<file path="config.mk">
export PLATFORM = sky130hd
export DESIGN_NAME = imm_ext_pipe_flat
export DESIGN_NICKNAME = d
export VERILOG_FILES = /design/src/rtl/imm_ext_if.sv /design/src/rtl/imm_ext_pipe.sv /design/src/flat_wrapper.sv
export SDC_FILE = /design/constraint.sdc
export NUM_CORES = 1
export LEC_CHECK = 0
export ABC_AREA = 1
export ABC_CLOCK_PERIOD_IN_PS = 1700
export CAP_MARGIN = 20
export CORE_MARGIN = 4
export CORE_UTILIZATION = 40
export DETAILED_ROUTE_END_ITERATION = 10
export GPL_TIMING_DRIVEN = 0
export PLACE_DENSITY = 0.73
export SLEW_MARGIN = 30
export SYNTH_ARGS = -nofsm -noshare
export SYNTH_HDL_FRONTEND = slang
export SYNTH_SLANG_ARGS = --single-unit
</file>
<file path="constraint.sdc">
create_clock -name clk -period 1.7 [get_ports clk]
set_input_delay 0.255 -clock clk [delete_from_list [all_inputs] [get_ports clk]]
set_output_delay 0.255 -clock clk [all_outputs]
set_load 0.03 [all_outputs]
</file>
<file path="src/rtl/imm_ext_if.sv">
// Request/response bundle for the immediate extension pipe.
// The producer side drives requests; the consumer side takes results.
interface imm_ext_if #(
    parameter int DATA_W = 16
);
    logic              in_valid;
    logic              in_ready;
    logic [15:0]       instr;
    logic              ext_type;
    logic [1:0]        length_in;
    logic [1:0]        scale;
    logic              flush;
    logic              out_valid;
    logic              out_ready;
    logic [DATA_W-1:0] ext_out;
    logic              ovf;

    modport master (
        output in_valid,
        output instr,
        output ext_type,
        output length_in,
        output scale,
        output flush,
        output out_ready,
        input  in_ready,
        input  out_valid,
        input  ext_out,
        input  ovf
    );

    modport slave (
        input  in_valid,
        input  instr,
        input  ext_type,
        input  length_in,
        input  scale,
        input  flush,
        input  out_ready,
        output in_ready,
        output out_valid,
        output ext_out,
        output ovf
    );
endinterface

</file>
<file path="src/rtl/imm_ext_pipe.sv">
// Immediate extender: 5/8/11-bit fields, 8-bit prefix combine,
// scale shift with overflow flag, one-deep registered output.
module imm_ext_pipe #(
    parameter int DATA_W = 16
) (
    input  logic     clk,
    input  logic     rst,
    imm_ext_if.slave bus
);
    typedef enum logic {
        IDLE,
        PREFIXED
    } state_t;

    state_t            state_q, state_d;
    logic [7:0]        prefix_q, prefix_d;
    logic              out_valid_q, out_valid_d;
    logic [DATA_W-1:0] ext_out_q, ext_out_d;
    logic              ovf_q, ovf_d;

    logic              is_len5;
    logic              is_len8;
    logic              is_len11;
    logic              is_pfx;
    logic              accept;
    logic              sgn5;
    logic              sgn8;
    logic              sgn11;
    logic              sgn_pfx;
    logic [DATA_W-1:0] field_ext;
    logic [DATA_W-9:0] pfx_ext;
    logic [DATA_W-1:0] base;
    logic [DATA_W-1:0] shifted;
    logic              lost;
    logic              unused_hi;

    assign unused_hi = ^bus.instr[15:11];

    assign is_len5  = (bus.length_in == 2'b00);
    assign is_len8  = (bus.length_in == 2'b01);
    assign is_len11 = (bus.length_in == 2'b10);
    assign is_pfx   = (bus.length_in == 2'b11);

    assign bus.in_ready = !out_valid_q || bus.out_ready;
    assign accept       = bus.in_valid && bus.in_ready && !bus.flush;

    assign sgn5    = bus.ext_type & bus.instr[4];
    assign sgn8    = bus.ext_type & bus.instr[7];
    assign sgn11   = bus.ext_type & bus.instr[10];
    assign sgn_pfx = bus.ext_type & prefix_q[7];

    always_comb begin
        field_ext = '0;
        unique case (1'b1)
            is_len5: begin
                field_ext = {{(DATA_W-5){sgn5}}, bus.instr[4:0]};
            end
            is_len8: begin
                field_ext = {{(DATA_W-8){sgn8}}, bus.instr[7:0]};
            end
            is_len11: begin
                field_ext = {{(DATA_W-11){sgn11}}, bus.instr[10:0]};
            end
            default: begin
                field_ext = '0;
            end
        endcase
    end

    // Prefix widened to DATA_W-8 so it sits above the field's low byte.
    always_comb begin
        pfx_ext      = {(DATA_W-8){sgn_pfx}};
        pfx_ext[7:0] = prefix_q;
    end

    assign base = (state_q == PREFIXED) ?
                  {pfx_ext, field_ext[7:0]} : field_ext;

    assign shifted = base << bus.scale;

    // Bits pushed out of the top must all match the surviving sign.
    always_comb begin
        lost = 1'b0;
        for (int i = 0; i < 3; i++) begin
            if (2'(i) < bus.scale) begin
                if (bus.ext_type) begin
                    lost = lost |
                           (base[DATA_W-1-i] != shifted[DATA_W-1]);
                end else begin
                    lost = lost | base[DATA_W-1-i];
                end
            end
        end
    end

    always_comb begin
        state_d     = state_q;
        prefix_d    = prefix_q;
        out_valid_d = out_valid_q && !bus.out_ready;
        ext_out_d   = ext_out_q;
        ovf_d       = ovf_q;
        if (bus.flush) begin
            state_d     = IDLE;
            out_valid_d = 1'b0;
        end else if (accept) begin
            if (is_pfx) begin
                prefix_d = bus.instr[7:0];
                state_d  = PREFIXED;
            end else begin
                state_d     = IDLE;
                out_valid_d = 1'b1;
                ext_out_d   = shifted;
                ovf_d       = lost;
            end
        end
    end

    always_ff @(posedge clk) begin
        if (rst) begin
            state_q     <= IDLE;
            prefix_q    <= '0;
            out_valid_q <= 1'b0;
            ext_out_q   <= '0;
            ovf_q       <= 1'b0;
        end else begin
            state_q     <= state_d;
            prefix_q    <= prefix_d;
            out_valid_q <= out_valid_d;
            ext_out_q   <= ext_out_d;
            ovf_q       <= ovf_d;
        end
    end

    assign bus.out_valid = out_valid_q;
    assign bus.ext_out   = ext_out_q;
    assign bus.ovf       = ovf_q;
endmodule

</file>
<file path="src/flat_wrapper.sv">
// flat-port wrapper written by rule: the top's interface ports become plain ports
module imm_ext_pipe_flat 
#(
    parameter int DATA_W = 16
)
  (clk, rst, bus_in_valid, bus_instr, bus_ext_type, bus_length_in, bus_scale, bus_flush, bus_out_ready, bus_in_ready, bus_out_valid, bus_ext_out, bus_ovf);
  imm_ext_if #(.DATA_W(DATA_W)) bus_i ();
  input  logic clk;
  input  logic rst;
  input wire logic [$bits(bus_i.in_valid)-1:0] bus_in_valid;
  input wire logic [$bits(bus_i.instr)-1:0] bus_instr;
  input wire logic [$bits(bus_i.ext_type)-1:0] bus_ext_type;
  input wire logic [$bits(bus_i.length_in)-1:0] bus_length_in;
  input wire logic [$bits(bus_i.scale)-1:0] bus_scale;
  input wire logic [$bits(bus_i.flush)-1:0] bus_flush;
  input wire logic [$bits(bus_i.out_ready)-1:0] bus_out_ready;
  output wire logic [$bits(bus_i.in_ready)-1:0] bus_in_ready;
  output wire logic [$bits(bus_i.out_valid)-1:0] bus_out_valid;
  output wire logic [$bits(bus_i.ext_out)-1:0] bus_ext_out;
  output wire logic [$bits(bus_i.ovf)-1:0] bus_ovf;
  assign bus_i.in_valid = bus_in_valid;
  assign bus_i.instr = bus_instr;
  assign bus_i.ext_type = bus_ext_type;
  assign bus_i.length_in = bus_length_in;
  assign bus_i.scale = bus_scale;
  assign bus_i.flush = bus_flush;
  assign bus_i.out_ready = bus_out_ready;
  assign bus_in_ready = bus_i.in_ready;
  assign bus_out_valid = bus_i.out_valid;
  assign bus_ext_out = bus_i.ext_out;
  assign bus_ovf = bus_i.ovf;
  imm_ext_pipe #(.DATA_W(DATA_W)) u_core (.clk(clk), .rst(rst), .bus(bus_i));
endmodule
</file>
==> key figures <==
Routing
  • Total Routed Length: 4249 µm
  • First-pass DRT Iterations: 4
  • Drt wl/cell: 12.21 µm
  • DRC viols: 0
  • Number of antenna-violating nets in the routed design: 0
  • Via count: 1735
  • Via density per instance: 4.986
  • Initial DRC count: 87

Synth
  • Post-Syn Instances: 253
  • Ys async rst share: 0%
  • Synth warn: 0
  • Top cell type by total area after synthesis: dfxtp_1
  • Synth top cells by count: nand2_1 (82), nand3_1 (30), inv_1 (29)
  • Syn_area_per_cell: 6.216 µm²
  • Post-synth cell types: 24
  • Post-synth net total: 279
  • Post-synth EDFFs: 0
  • Top-area cell type share of the netlist area: 34.37%
  • Sequential area share after synthesis: 34.37%
  • Ranking of synthesized cells by area: dfxtp_1 (34%), nand2_1 (20%), nand3_1 (9.5%), inv_1 (6.9%), a21oi_1 (5.4%)
  • Syn Std Cell Area: 1573 µm²
  • Count leader, synth: nand2_1
  • Top FF cell, synth: dfxtp_1
  • #FFs+latches synth: 27

Die
  • Die width: 70.71 µm
  • Number of core rows: 22
  • Initial Util: 42.01%
  • I/O pin total: 45
  • Die area: 4999 µm²
  • Chip height: 70.71 µm
  • CORE AREA: 3744 µm²

Min path
  • Hold Path Class: in -> reg

Power and ir drop
  • Peak supply drop: 325.3 µV
  • LEAKAGE: 0.9968 nW
  • PD cells: 665.4 nW/µm²
  • Power Total: 0.001416 W

Run
  • Max Cap Violations: 0

Worst setup path
  • Worst path max stage delay: 0.45 ns
  • Crit path kind: in -> reg
  • Reg-to-reg slack, setup: 0.20 ns
  • Crit-path cells: clkdlybuf4s50_1 -> nor2_1 -> inv_2 -> nand3_1 -> nor2_4 -> inv_2 -> buf_2 -> a21oi_1 -> a31oi_1
  • Endpoint type of the worst setup path: flip-flop
  • Crit path arrival time: 1.76 ns
  • Crit path buf inv count: 4
  • Worst Path Required: 1.87 ns
  • CP top delay family: buffers and inverters
  • Most common cell on crit path: inv_2
  • Worst-path fanout max: 10
  • Slowest-stage cell, CP: clkdlybuf4s50_1
  • Startpoint types: primary input

Outcome
  • Status: finished clean

Placement
  • RePlAce Congestion: 0.9227
  • IO buf count: 38
  • Dpl ws: -0.3201 ns
  • Detailed Place HPWL: 3347 µm

Timing
  • Max Fclk: 630.2 MHz
  • Final Max Tran Viols: 0
  • Final setup fails: 0
  • Slew HR: 69.47%
  • Setup Skew: 0.01029 ns
  • RSZ-0062 raised after global routing: no
  • Fin worst setup slack: 0.1133 ns
  • Least-Margin Pin Slew: 0.4580 ns
  • Crit path time final: 1.587 ns
  • Fin. Hold Viols: 0
  • Crit share post-route: 93.34%

Global route
  • Total global routing overflow: 0
  • GRT Overall Usage: 17.26%
  • First-pass GRT wire length: 7182 µm
  • Initial antenna violation count: 0
  • Vias in the first global route: 1656
  • Largest net degree at the start of global routing: 17

Clocking
  • Num Clock Sinks: 27
  • TritonCTS Buffers: 3
  • Worst skew pair latency: 0.28 ns
  • Root buf cell: clkbuf_8
  • CTS Buffer Depth: 2
  • H-tree lvl count: 1
  • CTS tree: built
  • CTS clk-pin slew, worst paths: 0.10 ns

Final layout
  • Number of fill cells: 401
  • Ant diodes: 0
  • Layout cells sized above 1: 9.667%
  • Layout Nets: 327
  • Area Overhead vs Synth: 35.32%
sequential cells by signal (all words and copies together) (netlist names):
signal	flops
u_core.bus.ovf	1
u_core.pfx_ext	8
u_core.bus.ext_out	16
u_core.bus.out_valid	1
u_core.state_q	1
final cells by class:
cell class / count / area [µm²] / share of cell area [%]
Inverter: 34 / 130.1 / 6.114
Clock buffer: 3 / 41.29 / 1.940
Clock inverter: 1 / 7.507 / 0.3527
Multi-Input combinational cell: 184 / 885.9 / 41.62
Sequential cell: 27 / 540.5 / 25.40
Buffer: 8 / 33.78 / 1.587
Tap cell: 48 / 60.06 / 2.822
Timing Repair Buffer: 43 / 429.2 / 20.16
power breakdown:
part / switching (W) / total (W) / leakage [nW] / internal [W]
combinational: 0.000214 / 0.000360 / 0.756 / 0.000146
sequential: 0.0000130 / 0.000671 / 0.219 / 0.000658
clock: 0.000219 / 0.000386 / 0.0217 / 0.000167
total: 0.000446 / 0.00142 / 0.997 / 0.000971
worst min-delay path, stage by stage:
cell and delay (ns):
dlymetal6s2s_1 0.15, nand3_1 0.09, a21oi_1 0.06
path summary, 6_finish.rpt:
kind	from	end	depth (start not counted)
hold / removal	bus_instr[4]	u_core.pfx_ext[4]	3
hold reg to reg	u_core.bus.ext_out[4]	u_core.bus.ext_out[4]	2
setup / recovery	bus_out_ready	u_core.bus.ext_out[14]	9
setup reg to reg	u_core.bus.out_valid	u_core.bus.ext_out[14]	9
cell usage in the layout, fill, tap and decap left out, drive strengths merged:
| cell type | count |
|---|---|
| o21bai | 1 |
| nand2 | 85 |
| o211ai | 9 |
| dlymetal6s2s | 5 |
| clkinvlp | 1 |
| dlygate4sd2 | 1 |
| inv | 34 |
| o21ai | 17 |
| or2 | 2 |
| nand4 | 1 |
| a21oi | 17 |
| a211oi | 1 |
| dfxtp | 27 |
| clkbuf | 9 |
| nand3 | 31 |
| nor2 | 13 |
| a21boi | 1 |
| o21a | 2 |
| a31oi | 4 |
| buf | 7 |
| clkdlybuf4s50 | 32 |
layer usage:
| metal | global-route usage [%] | share of wire, % |
|---|---|---|
| met1 | 23.22 | 49 |
| met2 | 28.22 | 45 |
| met3 | 2.699 | 4.4 |
| met4 | 5.637 | 1.5 |
| met5 | 0 | 0 |
per-stage QoR:
stage	utilization [%]	hold slack, ns	cells	setup TNS [ns]	instance area [µm²]
after floorplan	-	0.3244	253	0	1573
after global placement	53.78	0.4524	339	-4.541	2013
after detailed placement	53.78	0.4535	339	-4.882	2013
after CTS	55.15	0.3495	343	0	2064
after global routing	56.85	0.3283	348	0	2128
final	56.85	0.3140	348	0	2128
cell families (layout without fill, tap and decap cells):
kind of cell | after synthesis | count (layout) | synth area share [%]
AND/OR/NAND/NOR | 132 | 132 | 36.36
buffers and inverters | 42 | 89 | 10.18
AO/OA/AOI/OAI | 52 | 52 | 19.09
flip-flops | 27 | 27 | 34.37
what timing repair did:
action,CTS,global route
hold buffers,0,0
gates resized for setup,2,12
endpoints found under the setup margin,4,17
buffers inserted,0,5
pin swaps,1,2
Note: power is estimated with default switching activity, not from simulation.
